==> src/rtl/debouncer.sv <==
// Single-bit debounce filter: a new input level reaches Out only after it has been
// held for 2^Width enabled cycles. Optional input synchronizer: define DEBOUNCE_SYNC_EN.
module debouncer #(
    parameter int Width = 20
) (
    input  logic Clock,
    input  logic Reset,
    input  logic Enable,
    input  logic In,
    output logic Out,
    output logic Rise,
    output logic Fall
);

    localparam logic [Width-1:0] CNT_ZERO = {Width{1'b0}};
    localparam logic [Width-1:0] CNT_ONE  = {{(Width-1){1'b0}}, 1'b1};
    localparam logic [Width-1:0] CNT_MAX  = {Width{1'b1}};

    logic             sample_s;
    logic [Width-1:0] cnt_q, cnt_d;
    logic             out_q, out_d;
    logic             rise_q, rise_d;
    logic             fall_q, fall_d;

`ifdef DEBOUNCE_SYNC_EN
    logic sync1_q, sync1_d;
    logic sync2_q, sync2_d;

    // Synchronizer keeps sampling In regardless of Enable.
    always_comb begin
        sync1_d = In;
        sync2_d = sync1_q;
    end

    // Two-stage synchronizer registers.
    always_ff @(posedge Clock or negedge Reset) begin
        if (!Reset) begin
            sync1_q <= 1'b0;
            sync2_q <= 1'b0;
        end else begin
            sync1_q <= sync1_d;
            sync2_q <= sync2_d;
        end
    end

    assign sample_s = sync2_q;
`else
    assign sample_s = In;
`endif

    // Stability counting: any agreement with Out restarts the hold time; the
    // terminal count always commits, so the counter never wraps.
    always_comb begin
        cnt_d  = cnt_q;
        out_d  = out_q;
        rise_d = 1'b0;
        fall_d = 1'b0;
        if (Enable) begin
            if (sample_s == out_q) begin
                cnt_d = CNT_ZERO;
            end else if (cnt_q != CNT_MAX) begin
                cnt_d = cnt_q + CNT_ONE;
            end else begin
                out_d  = sample_s;
                cnt_d  = CNT_ZERO;
                rise_d = sample_s;
                fall_d = ~sample_s;
            end
        end else begin
            cnt_d = cnt_q;
            out_d = out_q;
        end
    end

    // Counter, debounced level and edge pulses.
    always_ff @(posedge Clock or negedge Reset) begin
        if (!Reset) begin
            cnt_q  <= CNT_ZERO;
            out_q  <= 1'b0;
            rise_q <= 1'b0;
            fall_q <= 1'b0;
        end else begin
            cnt_q  <= cnt_d;
            out_q  <= out_d;
            rise_q <= rise_d;
            fall_q <= fall_d;
        end
    end

    assign Out  = out_q;
    assign Rise = rise_q;
    assign Fall = fall_q;

endmodule

==> config.mk <==
export PLATFORM = sky130hd
export DESIGN_NAME = debouncer
export DESIGN_NICKNAME = d
export VERILOG_FILES = /design/src/rtl/debouncer.sv
export SDC_FILE = /design/constraint.sdc
export NUM_CORES = 1
export LEC_CHECK = 0
export ABC_AREA = 1
export CORE_ASPECT_RATIO = 1.2
export CORE_MARGIN = 5
export CORE_UTILIZATION = 58
export DETAILED_ROUTE_END_ITERATION = 8
export GPL_TIMING_DRIVEN = 0
export PLACE_DENSITY = 0.77
export SYNTH_ARGS = -nofsm -noshare
export SYNTH_HDL_FRONTEND = slang
export SYNTH_SLANG_ARGS = --single-unit
==> constraint.sdc <==
create_clock -name Clock -period 1.77 [get_ports Clock]
set_input_delay 0.177 -clock Clock [delete_from_list [all_inputs] [get_ports Clock]]
set_output_delay 0.177 -clock Clock [all_outputs]
set_load 0.05 [all_outputs]
Yosys cells after proc, flatten, opt, wreduce, memory -nomap -nowiden
Cells that the tools add are included.
{"block": "totals", "inputBits": 4, "wordCells": 19, "ff_bits": 23}
{"block": "classes", "n_mux": 8, "bitwise": 3, "addsub": 1, "reduce_logical": 1, "eq_ne": 2}
{"cell": "2-to-1 mux 20 bit", "n": 2}
{"cell": "adder 20 x 1 -> 20 bit (second input constant)", "n": 1}
{"cell": "inequality test 20 bit (second input constant)", "n": 1}
{"cell": "2-to-1 mux 1 bit", "n": 6}
{"cell": "inverter 1 bit", "n": 3}
{"cell": "AND reduction 3 bit", "n": 1}
{"cell": "equality test 1 bit", "n": 1}

Longest topological paths before layout
{"block": "depth", "ltp_word": 4, "ltp_mapped": 9, "mapped_depth_nobuf": 9}

Least setup slack after synthesis
No wires, ideal clock.
{"block": "synth_timing", "path_type": "register to register", "from": "register cnt_q[0]", "to": "register cnt_q[14]", "period_less_slack_ps": 1410, "required_time_ps": 1651, "path_stages_with_launch": 9, "setup_ps": 119, "arrival_ps": 1291, "slack_ps": 360, "path_cell_list": "dfrtp_1 -> ha_1 -> nand2_1 -> nor2_1 -> nand2_1 -> nor2_2 -> nand2_1 -> xor2_1 -> nor2_2"}
{"block": "synth_via", "elab_chain_cells": 3}
{"item": "start, declared", "line_no": "20", "rtl": "logic [Width-1:0] cnt_q, cnt_d;"}
{"item": "start signal, assigned", "line_no": "83", "rtl": "cnt_q <= cnt_d;"}
{"item": "adder 20 x 1 -> 20 bit / inequality test 20 bit (equally long branches)", "line_no": "62, 61"}
{"item": "2-to-1 mux 20 bit (*)", "line_no": "61", "rtl": "end else if (cnt_q != CNT_MAX) begin"}
{"item": "2-to-1 mux 20 bit (*)", "line_no": "59", "rtl": "if (sample_s == out_q) begin"}
Every way passes the cells marked *; elsewhere a longest branch is shown, timed or not.
A chain may end at the register's enable or synchronous reset.

Worst setup path after layout
Ends and elaborated chain as after synthesis.

==> impl_metrics.csv <==
group,metric,value,unit
placement,dp_hpwl,2.03,mm
logic_synthesis,yosys_warnings,0,
clocking,cts.sinks,23,
die,die_h,62.7,µm
timing,worst_pin_slew,1.04,ns
worst_setup_path,crit_buf_inv,0,
placement,io_buffers,6,
timing,finalHoldViolCount,0,
layout,design_area,1480,µm²
hold_path,hp-class,"in -> async",
layout,area_growth,9.98,%
logic_synthesis,synth_area,1340,µm²
die,io_pins,7,
worst_setup_path,start_kind,"flop",
power,clock_power_share,0.280,
layout,instances_no_fill,218,
worst_setup_path,required,1.98,ns
global_route,grt_pass1_wl,4.82,mm
worst_setup_path,r2r_slack,0.15,ns
placement,placed_area,1440,µm²
power,p_leak,0.645,nW
global_route,use_met2,0.295,
power,p_sw,0.210,mW
timing,grt_setup_unrepaired,"false",
global_route,grt_util_met1,0.249,
timing,drv_slew,0,
placement,gp_congestion,0.856,
die,core_area,2260,µm²
clocking,post_cts_buffers,0,
timing,tns,0,ns
global_route,grt_antenna_before_repair,0,
die,die-area,3380,µm²
routing,firstDrtPassIters,4,
global_route,track_usage,0.187,
worst_setup_path,worstPathArrival,1.83,ns
logic_synthesis,syn_inst,177,
placement,place_inst,214,
power,switching_share,0.246,
routing,routed_wl,2.68,mm
die,start_util,0.594,
routing,ant_nets,0,
worst_setup_path,critical_path.most_common_cell,"nand2_1",
clocking,cts_buffers,3,
power,p_int,0.644,mW
routing,wl_per_cell,12.3,µm
routing,drc_errors,0,
layout,antenna_cells,0,
worst_setup_path,critical_path_class,"reg -> reg",
die,num_rows,19,
layout,nets,193,
worst_setup_path,cpPeakStageDelay,0.43,ns
timing,period_needed,1.62,ns
logic_synthesis,postSynthAreaPerCell,7.58,µm²
clocking,htree_levels,1,
routing,vias_per_cell,5.11,
clocking,clockBufferDepth,2,
logic_synthesis,synth_seq_area_share,0.429,
timing,setup_viol,0,
logic_synthesis,synth-seq-cells,23,
die,die_w,53.9,µm
worst_setup_path,critPathSlowestCell,"dfrtp_1",
worst_setup_path,cp_max_fo,4,
power,pwr-share-comb,0.080,
clocking,tritoncts,"built",
clocking,root_buffer,"clkbuf_4",
logic_synthesis,yosysUniqueCellTypes,22,
routing,drt_iter0_drc,44,
outcome,status,"finished clean",
worst_setup_path,endpoint_kind,"flop",
global_route,grt_pass1_vias,1110,
layout,drive_gt1_frac,0.128,
global_route,grt_use_met3,0.0263,
job,maxCapViolCount,0,
logic_synthesis,synth_nets,182,
global_route,busiest_layer,"met2",
clocking,clk_pin_slew_worst_paths,0.13,ns
global_route,grt_max_degree,24,
global_route,grt-ovfl-total,0,
power,peakVddDrop,0.000424,V
power,power.density,579,nW/µm²
timing,final.period_utilization,0.915,
clocking,hold_buffers,0,
timing,fmax,618,MHz
worst_setup_path,path_delay_family,"simple AND/OR/NAND/NOR gates",
power,seq_power_share,0.641,
routing,num_vias,1114,
timing,slew_headroom,0.303,
worst_setup_path,crit_chain,"ha_1, nand2_1, nor2_1, nand2_1, nor2_4, nand2_1, xor2_1, nor2_2",
timing,clock-skew-final,0.00970,ns
clocking,clock_latency,0.31,ns
path summary, 6_finish.rpt:
check / cells past startpoint / to / start
setup / recovery: 8 / cnt_q[14] / cnt_q[0]
hold / removal: 1 / cnt_q[0] / Reset
setup reg to reg: 8 / cnt_q[14] / cnt_q[0]
hold reg to reg: 1 / Rise / Out
max in group asynchronous: 1 / Out / Reset
min in group Clock: 2 / Fall / In
synthesized netlist by cell type (all sizes together):
cell    number  area share
inv         23       0.064
o21bai       1      0.0056
nand4        8       0.037
nand3       10       0.041
nor2        41        0.14
a21oi        2      0.0075
nor3b        1      0.0056
ha           1      0.0093
buf          2       0.019
xor2         7       0.046
o21ai        5       0.019
nor3         7       0.026
mux2i        1      0.0075
dfrtp       23        0.43
xnor2        1      0.0065
nand2       44        0.13
worst reg2reg max path, cell delays in order, from the launching register on:
cell     delay, ns
dfrtp_1       0.43
ha_1          0.26
nand2_1       0.10
nor2_1        0.17
nand2_1       0.13
nor2_4        0.15
nand2_1       0.08
xor2_1        0.17
nor2_2        0.04
layout make-up:
| class | instances | area (µm²) |
|---|---|---|
| Inverter | 23 | 86.3 |
| Multi-Input combinational cell | 129 | 659 |
| Fill cell | 209 | 783 |
| Tap cell | 31 | 38.8 |
| Timing Repair Buffer | 6 | 62.6 |
| Sequential cell | 23 | 576 |
| Buffer | 2 | 25.0 |
| Clock inverter | 1 | 5.00 |
| Clock buffer | 3 | 22.5 |
metal layers:
layer	up-vias	routed length (µm)
met5	-	0
met4	0	68
met3	8	79
met2	19	1350
met1	508	1190
li1	579	-
registers in the layout (all words and copies together) (netlist names):
signal / flops
Fall: 1
Out: 1
Rise: 1
cnt_q: 20
layout by cell type (no fill, tap or decap):
cell,count
buf_2,1
nor2_2,11
o21ai_0,5
dlymetal6s2s_1,1
clkdlybuf4s50_1,5
dfrtp_1,23
nand3_2,1
nand4_1,8
xor2_1,7
nor2_4,2
buf_12,1
a21oi_1,2
nand2_1,40
xnor2_1,1
clkinv_2,1
nor2_1,28
ha_1,1
mux2i_1,1
nand2_2,3
o21bai_1,1
clkbuf_4,3
nor3b_1,1
nor3_1,7
inv_1,23
nand2_4,1
nand3_1,9
through the flow:
stage	total power, mW	hold slack, ns	setup WS [ns]	utilization
2_1_floorplan	0.593	-0.119	0.360	-
3_3_place_gp	0.621	0.485	0.0806	0.638
3_5_place_dp	0.625	0.519	0.0682	0.638
4_1_cts	0.864	0.458	0.0170	0.650
5_1_grt	0.898	0.510	0.0247	0.653
6_report	0.854	0.422	0.151	0.653
power groups by stage:
stage / Combinational (mW) / Sequential [mW] / Clock [mW]
final: 0.0682 / 0.547 / 0.239
after global routing: 0.0763 / 0.549 / 0.273
after CTS: 0.0684 / 0.547 / 0.248
after detailed placement: 0.0678 / 0.557 / 0
after global placement: 0.0648 / 0.556 / 0
after floorplan: 0.0389 / 0.554 / 0
kinds of logic (layout without fill, tap and decap cells):
| group | count (synthesis) | count (layout) | synth area share |
|---|---|---|---|
| XOR/XNOR | 8 | 8 | 0.0522 |
| multiplexers | 1 | 1 | 0.00746 |
| AO/OA/AOI/OAI | 8 | 8 | 0.0317 |
| adder cells (fa/ha/maj) | 1 | 1 | 0.00933 |
| AND/OR/NAND/NOR | 111 | 111 | 0.387 |
| buffers and inverters | 25 | 35 | 0.0830 |
| flip-flops | 23 | 23 | 0.429 |
timing repair:
item	in CTS	in global routing
hold endpoints to repair	0	0
gates resized for setup	0	2
endpoints found under the setup margin	0	3
Power figures use the tool's default switching activity.
